### src/rtl/fetch_stage.sv
// Instruction fetch stage: PC sequencing, imem request tracking
// and the IF/ID pipeline register.
module fetch_stage #(
  parameter logic [31:0] RESET_PC = 32'h0000_0000
) (
  input  logic        CLK,
  input  logic        reset,
  input  logic        StallF,
  input  logic        StallD,
  input  logic        PCSrcD,
  input  logic        Jump,
  input  logic [31:0] PCBranchD,
  input  logic [27:0] PCJ,
  input  logic        ImemAck,
  input  logic [31:0] ImemRdata,
  output logic        ImemReq,
  output logic [31:0] ImemAddr,
  output logic [31:0] InstrD,
  output logic [31:0] PCPlus4D,
  output logic        ValidD
);

  localparam logic [1:0] FETCH = 2'd0;
  localparam logic [1:0] HOLD  = 2'd1;
  localparam logic [1:0] DROP  = 2'd2;

  logic [1:0]  state;
  logic [31:0] pcf;
  logic [31:0] dropaddr;
  logic [31:0] bufinstr;
  logic [31:0] bufpc4;

  logic        redirect;
  logic [31:0] target;
  logic [31:0] pcplus4;
  logic        avail;
  logic [31:0] word;
  logic [31:0] wordpc4;

  assign redirect = (Jump | PCSrcD) & ~StallD;
  assign target   = Jump ? {PCPlus4D[31:28], PCJ} : PCBranchD;
  assign pcplus4  = pcf + 32'd4;

  // A word is available either fresh from memory or from the buffer.
  assign avail   = (state == HOLD) | ((state == FETCH) & ImemAck);
  assign word    = (state == HOLD) ? bufinstr : ImemRdata;
  assign wordpc4 = (state == HOLD) ? bufpc4 : pcplus4;

  // The dropped request keeps its original address until acked.
  assign ImemReq  = (state != HOLD);
  assign ImemAddr = (state == DROP) ? dropaddr : pcf;

  // PC, request state and stall buffer.
  always_ff @(posedge CLK or posedge reset) begin
    if (reset) begin
      state    <= FETCH;
      pcf      <= RESET_PC;
      dropaddr <= RESET_PC;
      bufinstr <= 32'd0;
      bufpc4   <= 32'd0;
    end else begin
      unique case (1'b1)
        (state == FETCH): begin
          if (redirect) begin
            pcf <= target;
            if (!ImemAck) begin
              state    <= DROP;
              dropaddr <= pcf;
            end
          end else if (ImemAck) begin
            if (StallF) begin
              state    <= HOLD;
              bufinstr <= ImemRdata;
              bufpc4   <= pcplus4;
            end else begin
              pcf <= pcplus4;
            end
          end
        end
        (state == HOLD): begin
          if (redirect) begin
            pcf      <= target;
            state    <= FETCH;
            bufinstr <= 32'd0;
          end else if (!StallF) begin
            pcf   <= bufpc4;
            state <= FETCH;
          end
        end
        (state == DROP): begin
          if (redirect) pcf <= target;
          if (ImemAck) state <= FETCH;
        end
        default: state <= FETCH;
      endcase
    end
  end

  // IF/ID register: load a word, else insert a bubble, unless stalled.
  always_ff @(posedge CLK or posedge reset) begin
    if (reset) begin
      InstrD   <= 32'd0;
      PCPlus4D <= 32'd0;
      ValidD   <= 1'b0;
    end else if (!StallD) begin
      if (!redirect && avail && !StallF) begin
        InstrD   <= word;
        PCPlus4D <= wordpc4;
        ValidD   <= 1'b1;
      end else begin
        InstrD <= 32'd0;
        ValidD <= 1'b0;
      end
    end
  end

endmodule
### config.mk
export PLATFORM = sky130hd
export DESIGN_NAME = fetch_stage
export DESIGN_NICKNAME = d
export VERILOG_FILES = /design/src/rtl/fetch_stage.sv
export SDC_FILE = /design/constraint.sdc
export NUM_CORES = 1
export LEC_CHECK = 0
export ABC_AREA = 1
export CORE_MARGIN = 5
export CORE_UTILIZATION = 45
export CTS_BUF_LIST = sky130_fd_sc_hd__clkbuf_8
export DETAILED_ROUTE_END_ITERATION = 8
export PLACE_DENSITY = 0.69
export REMOVE_ABC_BUFFERS = 1
export SKIP_CTS_REPAIR_TIMING = 1
export SYNTH_ARGS = -nofsm -noshare
export SYNTH_HDL_FRONTEND = slang
export SYNTH_SLANG_ARGS = --single-unit
### constraint.sdc
create_clock -name CLK -period 6.7 [get_ports CLK]
set_input_delay 1.005 -clock CLK [delete_from_list [all_inputs] [get_ports CLK]]
set_output_delay 1.005 -clock CLK [all_outputs]
set_load 0.05 [all_outputs]
==> flow_summary.ini, run 1 <==
[run]
drv_cap = 0

[synth]
async_flop_share_pct = 100
ys.flop_type = dfrtp_1
ys_seq_area_share_pct = 47.5
yosysWarningCount = 0
syn_area_per_cell_um2 = 7.30
synth_area_um2 = 10300
ys_types = 29
synth_cells = 1409
synth-edff-count = 0
ys_ff_latch = 195

[timing]
hold_slack_ns = 0.491
fin_crit_sh_pct = 61.1
finalClockSkew_ns = 0.0197
slew_violations = 0
setup_ws_ns = 2.61
tns_ns = 0
setup_viol = 0
max-slew-margin-rel_pct = 23.5
max_freq_ghz = 0.244
finalHoldViolCount = 0
rsz0062_at_grt = no
min_period_ns = 4.09
worst_pin_slew_ns = 1.14

[cts]
cts_tree = built
cts_sinks = 195
clockBufferDepth = 2
htree_levels = 4
root_buffer = clkbuf_8
cts_made_buffers = 17
clkTransAtPathRegs_ns = 0.11
insertion_delay_ns = 0.47

[detailed_routing]
num_vias = 9595
dr.pass1.iters = 6
wl_mm = 29.4
drt_iter0_drc = 556
ant_nets = 0
routedWlPerCell_um = 15.8
vias_per_cell = 5.16
drcViolationCount = 0

[worst_setup_path]
r2r-start = state[1]
crit_type = flop to output pin
worstSetupPathDepth = 5
rr_worst_depth = 7
max_stage_delay_ns = 0.93
endpoint_kind = output pin
start_kind = flop
crit_end = ImemAddr[14]
crit_slowest_cell = ha_2
required_ns = 5.69
worstPathCellList = inv_1 > ha_2 > nand2_1 > o21ai_0 > clkdlybuf4s50_1
reg2reg_to = bufpc4[3]
cp_top_family = buffers and inverters
cp.arrival_ns = 3.09
startpoint = state[0]
reg2reg_slack_ns = 3.58
crit_buf_inv = 2
path_max_fanout = 67

[power]
leakagePower_nw = 6.14
vdd_drop_max_mv = 0.235
power_density_nw_per_um2 = 491

[global_routing]
grt_max_degree = 135
antenna_found_initial = 0
grt_util_all_layers_pct = 22.6
grt_pass1_wl_mm = 48.1
overflow = 0
first_global_vias = 9312

[placement]
io_buffer_count = 196
dpl_cell_area_um2 = 12400
hpwl_mm = 19.4
dp.cells = 1829
dp_slack_ns = 2.33
gp_congestion = 0.854

[floorplanning]
die_w_um = 161
io_pins = 197
dieArea_um2 = 26000
die_y_um = 161
start_util_pct = 45.5
core_area_um2 = 22600
placementRows = 55

[finish]
n_antenna_cell = 0
mostFrequentLayoutCell = nand2_1
fillers = 2195
layout_common_cells = 541 x nand2_1, 195 x dfrtp_1, 195 x clkdlybuf4s50_1
finalNetCount = 1667
layout-drive-gt1-share_pct = 3.81
stdcell_count = 1860
final_area_um2 = 12800
syn_to_final_growth_pct = 24.5

[status]
status = completed

[hold_path]
holdCritStartpoint = bufpc4[5]
hold_path_class = flop to flop
==> synthesized netlist by cell type, types with 8 or more instances <==
cell | number | area, um2
a21boi_0 | 17 | 128
a21oi_1 | 37 | 185
a31oi_1 | 8 | 50.1
buf_2 | 17 | 85.1
clkbuf_1 | 44 | 165
dfrtp_1 | 195 | 4880
inv_1 | 115 | 432
mux2i_1 | 36 | 360
nand2_1 | 541 | 2030
nand3_1 | 63 | 315
nor2_1 | 128 | 480
o21ai_0 | 158 | 791
xor2_1 | 9 | 78.8
==> logic make-up (layout without fill, tap and decap cells) <==
group	count (synthesis)	count (layout)	share of synthesized area, %
multiplexers	36	36	3.51
flip-flops	195	195	47.5
adder cells (fa/ha/maj)	5	5	0.609
buffers and inverters	192	358	7.44
AO/OA/AOI/OAI	233	233	12.3
XOR/XNOR	9	9	0.767
AND/OR/NAND/NOR	739	739	28.0
==> state kept, by name (all words and copies together) (netlist names) <==
signal,flops
InstrD,32
PCPlus4D,32
bufinstr,32
bufpc4,32
dropaddr,32
pcf,32
state,2
ValidD,1
==> through the flow <==
| step | utilization, % | power, mW |
|---|---|---|
| 6_report | 56.7 | 6.28 |
| 5_1_grt | 56.7 | 6.74 |
| 4_1_cts | 56.7 | 6.32 |
| 3_5_place_dp | 55.0 | 5.53 |
| 3_3_place_gp | 55.0 | 5.46 |
| 2_1_floorplan | - | 4.34 |
==> tightest hold or removal path, cell delays in order, from the launching register on <==
cell and delay (ns):
dfrtp_1 0.37, nand2_1 0.05, nand2_1 0.05
==> power breakdown <==
group	total (mW)	internal [mW]	switching [mW]
Combinational	3.49	1.10	2.40
Sequential	2.01	1.68	0.336
Clock	0.778	0.316	0.462
Total	6.28	3.09	3.19
==> routing by layer <==
metal | GRT usage [%] | routed length, um | up-vias
met5 | 0 | 0 | -
met4 | 5.93 | 505 | 0
met3 | 6.84 | 2480 | 34
met2 | 36.6 | 13500 | 282
met1 | 29.8 | 12900 | 4542
li1 | - | - | 4737
==> layout make-up <==
cell class              count  area, um2  area share (%)
flip-flops and latches    195       4880            38.1
multi-input cells        1022       4670            36.5
repair buffers            209       2050            16.1
inverters                 118        450            3.52
well taps                 285        357            2.79
clock buffers              18        248            1.94
clock inverters            13        141            1.10
==> how the worst min path moves through the flow <==
stage,to,slack [ns],depth (start not counted)
after floorplan,bufpc4[4],0.44,2
after global placement,bufpc4[5],0.46,2
after detailed placement,bufpc4[8],0.46,2
after CTS,bufpc4[5],0.49,2
after global routing,bufpc4[20],0.51,2
final,bufpc4[5],0.49,2
(Power assumes the default switching activity.)
==> run 2, diff against run 1 <==
--- a/config.mk
+++ b/config.mk
@@ -10,7 +10,7 @@
 export CORE_UTILIZATION = 45
 export CTS_BUF_LIST = sky130_fd_sc_hd__clkbuf_8
 export DETAILED_ROUTE_END_ITERATION = 8
-export PLACE_DENSITY = 0.69
+export PLACE_DENSITY = 0.67
 export REMOVE_ABC_BUFFERS = 1
 export SKIP_CTS_REPAIR_TIMING = 1
 export SYNTH_ARGS = -nofsm -noshare
==> constraint.sdc (replaced) <==
create_clock -name CLK -period 3.95 [get_ports CLK]
set_input_delay 0.5925 -clock CLK [delete_from_list [all_inputs] [get_ports CLK]]
set_output_delay 0.5925 -clock CLK [all_outputs]
set_load 0.05 [all_outputs]
==> run 2 against run 1 <==
Sequential power grew 69%. Clock-buffer cell count shrank 1. Clock skew shrank 0.0033 ns. Setup slack lost 1.9 ns. Clock power grew 81%. Core utilization grew 0.69 points. Largest cell class unchanged.
==> flow_summary.ini, run 2 (same netlist as run 1, synthesis figures left out) <==
[worst_setup_path]
cp.arrival_ns = 2.61
reg2reg_to = PCPlus4D[8]
endpoint_kind = output pin
crit_type = flop to output pin
start_kind = flop
reg2reg_slack_ns = 1.36
required_ns = 3.36
startpoint = state[0]
r2r-start = state[1]
path_max_fanout = 61
rr_worst_depth = 10

[power]
leakagePower_nw = 6.22
pwr-share-seq_pct = 31.4
switchingPower_mw = 5.45
p_comb_share_pct = 55.5
swShare_pct = 50.5
p_clk_share_pct = 13.1
power_density_nw_per_um2 = 834
intPower_mw = 5.35
vdd_drop_max_mv = 0.454

[cts]
clkTransAtPathRegs_ns = 0.11
cts_tree = built
cts_sinks = 195
insertion_delay_ns = 0.46
htree_levels = 4
cts_made_buffers = 17
clockBufferDepth = 2
root_buffer = clkbuf_8

[global_routing]
grt_max_degree = 104
grt_pass1_wl_mm = 48.5
first_global_vias = 9290
overflow = 0
grt_util_all_layers_pct = 22.9
antenna_found_initial = 0

[detailed_routing]
dr.pass1.iters = 5
drt_iter0_drc = 658
vias_per_cell = 5.12
routedWlPerCell_um = 15.8
wl_mm = 29.6
num_vias = 9580
ant_nets = 0
drcViolationCount = 0

[floorplanning]
core_area_um2 = 22600
die_w_um = 161
dieArea_um2 = 26000
die_y_um = 161
placementRows = 55
io_pins = 197
start_util_pct = 45.5

[timing]
finalHoldViolCount = 0
setup_viol = 0
worst_pin_slew_ns = 0.753
finalClockSkew_ns = 0.0164
max-slew-margin-rel_pct = 49.8
hold_slack_ns = 0.487
max_freq_ghz = 0.313
rsz0062_at_grt = no
min_period_ns = 3.20
slew_violations = 0
fin_crit_sh_pct = 81.0

[finish]
finalNetCount = 1676
layout-drive-gt1-share_pct = 4.42
n_antenna_cell = 0
layout_common_cells = 541 x nand2_1, 195 x dfrtp_1, 195 x clkdlybuf4s50_1
syn_to_final_growth_pct = 26.0
fillers = 2169
mostFrequentLayoutCell = nand2_1
fin_util_pct = 57.4

[hold_path]
hold_depth = 2
hold_path_class = flop to flop
hold_end = bufpc4[5]
holdCritStartpoint = bufpc4[5]

[placement]
gp_congestion = 0.893
hpwl_mm = 20.1
io_buffer_count = 196

[status]
status = completed

[run]
drv_cap = 0
run 2: cell types whose count changed in the layout (fill, tap and decap cells not counted):
cell        delta
buf_12         +4
clkinv_8       +2
buf_4          +5
clkinvlp_4     -1
clkbuf_8       -1
clkinv_4       -4
inv_6          +3
clkinv_2       +1
bufinv_16      +1
run 2: through the flow:
stage,total power [mW],std cells,instance area (um2),setup slack (ns),TNS (ns)
4_1_cts,10.9,1870,13000,0.687,0
2_1_floorplan,7.37,1335,9960,-2.05,-515.62
3_3_place_gp,9.34,1838,12500,1.22,0
5_1_grt,11.6,1870,13000,0.537,0
3_5_place_dp,9.44,1838,12500,1.17,0
6_report,10.8,1870,13000,0.752,0
run 2: worst max-delay path by stage:
stage	end	slack, ns	cells past startpoint
2_1_floorplan	bufinstr[1]	-2.05	7
3_3_place_gp	bufinstr[10]	1.22	8
3_5_place_dp	bufinstr[17]	1.17	8
4_1_cts	ImemAddr[20]	0.69	6
5_1_grt	ImemAddr[20]	0.54	6
6_report	ImemAddr[18]	0.75	6
run 2: power by group through the flow:
stage,Combinational [mW],Sequential (mW),Clock (mW)
2_1_floorplan,3.30,4.07,0
3_3_place_gp,5.94,3.40,0
3_5_place_dp,6.02,3.42,0
4_1_cts,6.04,3.39,1.44
5_1_grt,6.56,3.50,1.52
6_report,5.99,3.39,1.41
run 2: metal layers:
metal  global-route usage, %  routed length (um)
met1                    32.0               13700
met5                       0                   0
met4                    5.70                 441
met2                    36.7               13400
met3                    4.82                2030
run 2: layout make-up:
class                   count  area [um2]  area share, %
clock inverters            15         193           1.49
clock buffers              17         234           1.81
flip-flops and latches    195        4880           37.7
inverters                 118         450           3.48
well taps                 285         357           2.75
repair buffers            218        2170           16.8
multi-input cells        1022        4670           36.0
run 2: critical path, stage by stage, from the launching register on:
cell and delay [ns]:
dfrtp_1 0.46, inv_1 0.13, ha_2 0.28, buf_12 0.26, nand2_1 0.08, o21ai_0 0.08, clkdlybuf4s50_1 0.83
